## src/rtl/alu_exec_unit_pkg.sv

```systemverilog
// Shared encodings for the MIPS execute-stage ALU.
// ALU control codes, ALUop values and R-type funct codes.
package alu_exec_unit_pkg;

  localparam logic [2:0] ALU_AND = 3'b000;
  localparam logic [2:0] ALU_OR  = 3'b001;
  localparam logic [2:0] ALU_ADD = 3'b010;
  localparam logic [2:0] ALU_NOR = 3'b100;
  localparam logic [2:0] ALU_SUB = 3'b110;
  localparam logic [2:0] ALU_SLT = 3'b111;

  localparam logic [1:0] ALUOP_ADD   = 2'b00;
  localparam logic [1:0] ALUOP_SUB   = 2'b01;
  localparam logic [1:0] ALUOP_RTYPE = 2'b10;
  localparam logic [1:0] ALUOP_OR    = 2'b11;

  localparam logic [5:0] FUNCT_ADD = 6'b100000;
  localparam logic [5:0] FUNCT_SUB = 6'b100010;
  localparam logic [5:0] FUNCT_AND = 6'b100100;
  localparam logic [5:0] FUNCT_OR  = 6'b100101;
  localparam logic [5:0] FUNCT_SLT = 6'b101010;
  localparam logic [5:0] FUNCT_NOR = 6'b100111;

endpackage

```

## src/rtl/alu_exec_unit_adder32.sv

```systemverilog
// 32-bit adder with carry-in and carry-out.
// Shared by the ALU add/sub path and the branch target path.
module alu_adder32 #(
  parameter int DATA_W = 32
) (
  input  logic [DATA_W-1:0] i_a,
  input  logic [DATA_W-1:0] i_b,
  input  logic              i_cin,
  output logic [DATA_W-1:0] o_sum,
  output logic              o_cout
);

  logic [DATA_W:0] w_full;

  assign w_full = {1'b0, i_a} + {1'b0, i_b}
                + {{DATA_W{1'b0}}, i_cin};
  assign o_sum  = w_full[DATA_W-1:0];
  assign o_cout = w_full[DATA_W];

endmodule

```

## src/rtl/alu_exec_unit.sv

```systemverilog
// MIPS execute stage: ALU control decode, ALU, branch target.
// All outputs registered, one cycle of latency.
module alu_exec_unit
  import alu_exec_unit_pkg::*;
#(
  parameter int DATA_W   = 32,
  parameter int BR_SHIFT = 2
) (
  input  logic              clk,
  input  logic              reset,
  input  logic [1:0]        alu_op,
  input  logic              alu_src,
  input  logic [DATA_W-1:0] reg_data1,
  input  logic [DATA_W-1:0] reg_data2,
  input  logic [DATA_W-1:0] sign_ext_imm,
  input  logic [DATA_W-1:0] incremented_pc,
  output logic [DATA_W-1:0] alu_result,
  output logic              zero,
  output logic              overflow,
  output logic [DATA_W-1:0] branch_address,
  output logic [2:0]        alu_ctrl
);

  logic [2:0]        w_ctrl;
  logic [5:0]        w_funct;
  logic [DATA_W-1:0] w_b;
  logic              w_sub;
  logic [DATA_W-1:0] w_b_add;
  logic [DATA_W-1:0] w_sum;
  logic              w_alu_cout;
  logic [DATA_W-1:0] w_off;
  logic [DATA_W-1:0] w_br;
  logic              w_br_cout;
  logic              w_slt;
  logic [DATA_W-1:0] w_res;
  logic              w_ovf;

  logic [DATA_W-1:0] r_result;
  logic              r_zero;
  logic              r_ovf;
  logic [DATA_W-1:0] r_br;
  logic [2:0]        r_ctrl;

  assign w_funct = sign_ext_imm[5:0];

  always_comb begin
    w_ctrl = ALU_ADD;
    unique case (alu_op)
      ALUOP_ADD: w_ctrl = ALU_ADD;
      ALUOP_SUB: w_ctrl = ALU_SUB;
      ALUOP_OR:  w_ctrl = ALU_OR;
      ALUOP_RTYPE: begin
        case (w_funct)
          FUNCT_ADD: w_ctrl = ALU_ADD;
          FUNCT_SUB: w_ctrl = ALU_SUB;
          FUNCT_AND: w_ctrl = ALU_AND;
          FUNCT_OR:  w_ctrl = ALU_OR;
          FUNCT_SLT: w_ctrl = ALU_SLT;
          FUNCT_NOR: w_ctrl = ALU_NOR;
          default:   w_ctrl = ALU_ADD;
        endcase
      end
    endcase
  end

  assign w_b     = alu_src ? sign_ext_imm : reg_data2;
  assign w_sub   = (w_ctrl == ALU_SUB);
  assign w_b_add = w_b ^ {DATA_W{w_sub}};

  alu_adder32 #(.DATA_W(DATA_W)) u_alu_add (
    .i_a   (reg_data1),
    .i_b   (w_b_add),
    .i_cin (w_sub),
    .o_sum (w_sum),
    .o_cout(w_alu_cout)
  );

  assign w_off = sign_ext_imm << BR_SHIFT;

  alu_adder32 #(.DATA_W(DATA_W)) u_br_add (
    .i_a   (incremented_pc),
    .i_b   (w_off),
    .i_cin (1'b0),
    .o_sum (w_br),
    .o_cout(w_br_cout)
  );

  // Carry-outs are not architecturally visible.
  logic w_unused;
  assign w_unused = &{1'b0, w_alu_cout, w_br_cout};

  // Direct signed compare stays correct when A-B overflows.
  assign w_slt = $signed(reg_data1) < $signed(w_b);

  always_comb begin
    w_res = '0;
    case (w_ctrl)
      ALU_AND: w_res = reg_data1 & w_b;
      ALU_OR:  w_res = reg_data1 | w_b;
      ALU_NOR: w_res = ~(reg_data1 | w_b);
      ALU_ADD: w_res = w_sum;
      ALU_SUB: w_res = w_sum;
      ALU_SLT: w_res = {{(DATA_W-1){1'b0}}, w_slt};
      default: w_res = '0;
    endcase
  end

  // Effective B is already inverted for SUB, so one rule covers both.
  assign w_ovf = (w_ctrl == ALU_ADD || w_sub)
               && (reg_data1[DATA_W-1] == w_b_add[DATA_W-1])
               && (w_sum[DATA_W-1] != reg_data1[DATA_W-1]);

  always_ff @(posedge clk) begin
    if (reset) begin
      r_result <= '0;
      r_zero   <= 1'b0;
      r_ovf    <= 1'b0;
      r_br     <= '0;
      r_ctrl   <= '0;
    end else begin
      r_result <= w_res;
      r_zero   <= (w_res == '0);
      r_ovf    <= w_ovf;
      r_br     <= w_br;
      r_ctrl   <= w_ctrl;
    end
  end

  assign alu_result     = r_result;
  assign zero           = r_zero;
  assign overflow       = r_ovf;
  assign branch_address = r_br;
  assign alu_ctrl       = r_ctrl;

endmodule

```

## config.mk

```make
export PLATFORM = sky130hd
export DESIGN_NAME = alu_exec_unit
export DESIGN_NICKNAME = d
export VERILOG_FILES = /design/src/rtl/alu_exec_unit_pkg.sv /design/src/rtl/alu_exec_unit_adder32.sv /design/src/rtl/alu_exec_unit.sv
export SDC_FILE = /design/constraint.sdc
export NUM_CORES = 1
export LEC_CHECK = 0
export ABC_CLOCK_PERIOD_IN_PS = 6100
export CORE_MARGIN = 10
export CORE_UTILIZATION = 46
export DETAILED_ROUTE_END_ITERATION = 16
export PLACE_DENSITY = 0.85
export REMOVE_ABC_BUFFERS = 1
export SLEW_MARGIN = 20
export SYNTH_ARGS = -nofsm -noshare
export SYNTH_HDL_FRONTEND = slang
export SYNTH_SLANG_ARGS = --single-unit
```

## constraint.sdc

```tcl
create_clock -name clk -period 6.1 [get_ports clk]
set_input_delay 1.83 -clock clk [delete_from_list [all_inputs] [get_ports clk]]
set_output_delay 1.83 -clock clk [all_outputs]
set_load 0.03 [all_outputs]
```

==> metrics.md, run 1 <==
| Metric | Value |
|---|---|
| Status | finished clean |
| IO buf count | roughly 200 |
| Inst Count DP | 1479 |
| Top cells by count, synth | 158 x ha_1, 90 x inv_1, 83 x nor2_1, 73 x a21oi_1, 69 x dfxtp_1 |
| Slew Limit Fails | 0 |
| WL per Instance | between 15 and 20 microns |
| Minimum clock period | about 6000 ps |
| Tot GR Track Use | 0.2350 |
| Vias in the first global route | 8086 |
| CP Data Arrival Time | between 6000 and 7000 ps |
| Area of placed instances | 10870 sq um |
| Yosys top cell area share | 0.2523 |
| Worst path slowest cell | clkdlybuf4s50_1 |
| Finished Cell Area | approximately 11000 sq um |
| Worst VDD drop | approximately 160 uV |
| Number of flops mapped to enable cells by yosys | 0 |
| Via/cell ratio | around 5.6 |
| Total core area | between 15000 and 20000 sq um |
| Worst stage delay on the critical path | 480 ps |
| Mapped cell area | between 7000 and 8000 sq um |
| Hold_sp | incremented_pc[1] |
| WP data required | roughly 6400 ps |
| Gr ovfl total | 0 |
| WP buf/inv | 5 |
| Cell variety after synth | 67 |
| Count leader, synth | ha_1 |
| Final wirelength | 27740 microns |
| Startpoint Class | input port |
| Avg Inst Size Synth | approximately 8 sq um |
| Pin count of the biggest net entering global routing | 69 |
| Top post-synthesis cells by area | ha_1 25%, dfxtp_1 18%, xnor2_1 6.4%, a21oi_1 4.7%, mux2i_1 4.6% |
| TritonCTS Buffers | 9 |
| Residual DRC count | 0 |
| Routed Antenna Nets | 0 |
| Largest area contributor in the netlist | ha_1 |
| Most crowded layer after global routing | met2 |
| # IOs | roughly 200 |
| Max Cap Viol | 0 |
| Die ar. | between 20000 and 25000 sq um |
| Slew margin rel. | 0.5069 |
| CP Class | in -> reg |
| Clock Path Buffers | 2 |
| H-tree depth | 3 |
| Primary FF master, synth | dfxtp_1 |
| Initial Util | 0.4709 |
| FMAX | around 170 MHz |
| Lkg Pwr | roughly 5.3 nW |
| Pre-CTS setup slack | -485.9 ps |
| P&R area growth vs syn | 45.55% |
| Die height | between 150 and 200 microns |
| Rows | 47 |
| Final setup fails | 0 |
| TritonRoute pass-1 iters | 7 |
| Syn Inst Count | about 980 |
| First-pass GRT wire length | roughly 43000 microns |
| # fillers | 1317 |
| Register bit total from synthesis | 69 |
| Family with the most delay on the worst path | compound AO/OA/AOI/OAI gates |
| Clock tree root buffer cell | clkbuf_16 |
| Die Wd | 150.5 microns |
| CP endpoint kind | register |
| Met1 Use GR | 0.3027 |
| Hold crit path type | in -> reg |
| Post-CTS Hold Fix Bufs | 0 |
| Synth async-reset ratio | 0 |
| Vias | ~8400 |
| GRT met2 Usage | 0.3783 |
| Seq/Total Area, Yosys | 0.1763 |
| CTS tree | done |
| Clock sink count | roughly 70 |
| Nets@finish | roughly 1600 |
| Clock transition at path regs | roughly 70 ps |
| Antenna diode count | 0 |
| Power Dens Cells | ~220 nW/um^2 |
| Worst path cell trace | clkdlybuf4s50_1, nor3b_1, buf_4, a31oi_4, buf_12, xnor2_2, ha_1, a21o_1, a221o_1, a31o_2, buf_4, o311a_1, a21o_1, buf_4, xor2_1, a221oi_1, nand2_1, nor4_2, and4_1 |
| Placer Congestion | approximately 1.0 |
| Final HPWL DP | 22480 microns |
| Initial antenna violation count | 0 |
| Fin crit share | 0.9833 |
| Met3 Use GR | 0.05642 |
| Final Hold Vio Count | 0 |
| Hold path depth | 2 |
| Worst Tran Pin Value | 739.6 ps |
| Worst path most repeated cell | buf_4 |
| Ys Warns | 0 |
| Hold Path End | branch_address[1]$_SDFF_PP0_ |
| Fin worst setup slack | roughly 100 ps |
| DR iter-0 viols | 675 |
| Hold Worst Slack | around 2000 ps |
| Non-filler cells, final | ~1500 |
| Layout cells sized above 1 | 0.1355 |
| Worst-path maximum fanout | 14 |
[layer usage]
metal  vias up  wire [microns]
li1       4063               -
met1      3858           11710
met2       385           12770
met3        55            2484
met4         0             771
met5         -               0
[where the power goes]
group	switching, W	leakage, nW	internal (W)
Sequential	0.0000162	0.575	0.000516
Clock	0.000238	0.159	0.000365
Combinational	0.000716	4.61	0.000653
Total	0.000970	5.34	0.00153
[cells in the final DEF (no fill, tap or decap), drive strengths merged, types with 5 or more instances in the layout]
cell	netlist	layout
o21bai	13	13
buf	2	121
a211oi	8	8
ha	158	158
nor2b	17	17
a22oi	9	9
nor4	5	5
xnor2	57	57
a21o	20	20
o22ai	6	6
a31oi	12	12
nand3	19	19
mux2i	36	36
nand2	68	68
o21ai	55	55
nand3b	6	6
xor2	23	23
nor3	13	13
a221oi	18	18
nor2	84	84
dfxtp	69	69
clkbuf	28	9
o211ai	5	5
nand4	7	7
clkdlybuf4s50	0	199
a21oi	75	75
nand2b	9	9
and4	6	6
inv	90	93
[metrics by stage]
step | total power, W | utilization | TNS (ps)
3_3_place_gp | 0.001818 | 0.6530 | -827.6
3_5_place_dp | 0.001844 | 0.6530 | -1198
6_report | 0.002503 | 0.6854 | 0
2_1_floorplan | 0.001268 | - | -22530
4_1_cts | 0.002462 | 0.6746 | 0
5_1_grt | 0.002639 | 0.6854 | -21.49
[registers in the layout (all words and copies together), names as in the netlist]
name            flops
overflow            1
zero                1
alu_ctrl            3
alu_result         32
branch_address     32
[layout make-up]
| cell class | count | area, sq um | area share |
|---|---|---|---|
| Timing Repair Buffer | 320 | 2949 | 0.2586 |
| Multi-Input combinational cell | 789 | 6132 | 0.5376 |
| Sequential cell | 69 | 1381 | 0.1211 |
| Clock inverter | 7 | 105.1 | 0.009215 |
| Inverter | 90 | 337.8 | 0.02962 |
| Clock buffer | 9 | 225.2 | 0.01975 |
| Tap cell | 220 | 275.3 | 0.02413 |
[worst max-delay path by stage]
stage | from | endpoint | slack (ps) | depth (start not counted)
finish | sign_ext_imm[1] | zero$_SDFF_PP0_ | 100 | 19
global route | sign_ext_imm[1] | zero$_SDFF_PP0_ | -20 | 19
detailed placement | sign_ext_imm[1] | zero$_SDFF_PP0_ | -490 | 19
CTS | sign_ext_imm[1] | zero$_SDFF_PP0_ | 40 | 20
floorplan | alu_op[1] | zero$_SDFF_PP0_ | -1670 | 17
global placement | alu_op[0] | zero$_SDFF_PP0_ | -420 | 18
[timing repair]
| action | 4_1_cts | 5_1_grt |
|---|---|---|
| endpoints found under the setup margin | 1 | 5 |
| pin swaps | 1 | 5 |
| buffers inserted | 2 | 7 |
| resized for setup | 3 | 23 |
| endpoints found under the hold margin | 0 | 0 |
| gates cloned | 0 | 0 |
[cells by family (layout without fill, tap and decap cells)]
family	after synthesis	in the layout	synth area share
compound gates	258	258	0.2154
simple gates	254	254	0.1550
fa+ha+maj	160	160	0.2574
buf+inv	120	426	0.05860
mux	37	37	0.04790
flops	69	69	0.1763
xor+xnor	80	80	0.08941
(Power assumes the default switching activity.)
==> run 2, diff against run 1 <==
- CORE_MARGIN: 10 -> 5
- SKIP_LAST_GASP: default -> 1
==> run 2 against run 1 <==
Non-clock buffer count is 2 lower. Global-route usage increased by 2.3 points. Design area decreased by 0.48%. Sequential share of layout area up 0.059 points. Critical path type unchanged. Largest power group unchanged. First-iteration DRC count down 6.7%. Worst setup slack gained 64 ps. Combinational power about the same. Sequential power about the same.
==> metrics.md, run 2 (synthesized netlist as in run 1, its figures left out) <==
| Metric | Value |
|---|---|
| Hold Worst Slack | 2018 ps |
| Pre-CTS setup slack | -375.8 ps |
| Via/cell ratio | 5.527 |
| Initial Util | 0.4709 |
| Clock network power share | 0.242 |
| Power Dens Cells | 218.2 nW/um^2 |
| Status | finished clean |
| Fin crit share | 0.9728 |
| Max Cap Viol | 0 |
| Hold crit path type | in -> reg |
| Gr ovfl total | 0 |
| FMAX | ~170 MHz |
| Worst Tran Pin Value | around 760 ps |
| Initial antenna violation count | 0 |
| TritonRoute pass-1 iters | 6 |
| Clock transition at path regs | roughly 70 ps |
| Clock Path Buffers | 2 |
| TritonCTS Buffers | 9 |
| Placer Congestion | about 0.95 |
| Final Hold Vio Count | 0 |
| Net Switching | approximately 0.00095 W |
| DR iter-0 viols | between 600 and 700 |
| Layout cells sized above 1 | 0.1303 |
| Rows | between 40 and 50 |
| Antenna diode count | 0 |
| Switching Fraction | 0.3841 |
| Final Power | 0.002476 W |
| Routed Antenna Nets | 0 |
| CP endpoint kind | register |
| Worst VDD drop | between 150 and 200 uV |
| Residual DRC count | 0 |
| # IOs | between 200 and 250 |
| Slew margin rel. | 0.4965 |
| IO buf count | ~200 |
| Final Util | 0.6821 |
| Hold path depth | 2 |
| Most common cell after layout, fill and taps aside | clkdlybuf4s50_1 |
| Startpoint Class | input port |
| Combinational share of power | 0.542 |
| Die height | 140.5 microns |
| Die ar. | between 15000 and 20000 sq um |
| Vias in the first global route | just over 8000 |
| CP Class | in -> reg |
| Die Wd | around 140 microns |
| Worst-path maximum fanout | 17 |
| Lkg Pwr | around 5.3 nW |
| Clock sink count | ~70 |
| Pin count of the biggest net entering global routing | a little under 70 |
| Final HPWL DP | roughly 22000 microns |
| Minimum clock period | around 5900 ps |
| Seq pwr share | 0.216 |
| Total core area | 16640 sq um |
| Nets@finish | around 1600 |
| CTS tree | done |
| P&R area growth vs syn | 44.85% |
| Final wirelength | 26200 microns |
| Internal power | ~0.0015 W |
| Commonest cells after routing, fill and taps aside | 199 x clkdlybuf4s50_1, 158 x ha_1, 114 x buf_4 |
| WP data required | 6400 ps |
| Final setup fails | 0 |
| H-tree depth | 3 |
| Vias | roughly 8300 |
| Fin worst setup slack | 166.1 ps |
| Clock tree root buffer cell | clkbuf_16 |
| First-pass GRT wire length | between 40000 and 50000 microns |
| Unrepaired setup endpoints after global routing | no |
| WL per Instance | around 17 microns |
| Tot GR Track Use | 0.2581 |
| CP Data Arrival Time | between 6000 and 7000 ps |
| Slew Limit Fails | 0 |
-- run 2: power groups by stage --
stage	Clock [W]	Sequential, W	Combinational (W)
6_report	0.000600	0.000534	0.00134
5_1_grt	0.000628	0.000540	0.00145
4_1_cts	0.000612	0.000535	0.00130
3_5_place_dp	0	0.000544	0.00129
3_3_place_gp	0	0.000542	0.00127
2_1_floorplan	0	0.000677	0.000591
-- run 2: metal layers --
metal  up-vias  GRT usage  wire length (microns)  part of all wire
met1      3850     0.3433                  11420              0.44
li1       4055          -                      -                 -
met2       334     0.4100                  11620              0.44
met5         -          0                      0                 0
met3        62    0.05010                   2283             0.087
met4         0     0.1045                    875             0.033
-- run 2: area by class of cell --
| class | count | area, sq um |
|---|---|---|
| Tap cell | 220 | 275.3 |
| Sequential cell | 69 | 1381 |
| Clock inverter | 7 | 105.1 |
| Multi-Input combinational cell | 789 | 6108 |
| Timing Repair Buffer | 318 | 2918 |
| Inverter | 90 | 337.8 |
| Clock buffer | 9 | 225.2 |
| Fill cell | 1314 | 5291 |
-- run 2: timing repair --
item	in CTS	in global routing
setup buffers	0	9
resized for setup	2	18
pin swaps	0	2
hold buffers	0	0
cloned	0	0
endpoints found under the setup margin	1	2
-- run 2: worst max-delay path: stages --
cell             delay [ps]
clkdlybuf4s50_1         410
nor3b_2                 160
buf_4                   150
a31oi_4                 250
buf_12                  200
xnor2_1                  90
ha_1                    360
a21o_1                  220
a221o_1                 380
a31o_2                  300
a21o_1                  200
a21oi_2                 160
o21ai_1                 130
xor2_1                  180
a221oi_2                290
nand2_1                  90
or3_1                   360
nor4_2                  270
and4_1                  210
-- run 2: path summary, 6_finish.rpt --
check	end	slack (ps)	start
setup / recovery	zero$_SDFF_PP0_	170	sign_ext_imm[1]
hold / removal	branch_address[0]$_SDFF_PP0_	2020	incremented_pc[0]
-- run 2: stage by stage --
stage / instances / area, sq um / TNS (ps)
floorplan: 948 / 7715 / -22530
global placement: 1477 / 10850 / -483.7
detailed placement: 1477 / 10850 / -830.8
CTS: 1493 / 11190 / 0
global route: 1502 / 11350 / 0
finish: 1502 / 11350 / 0
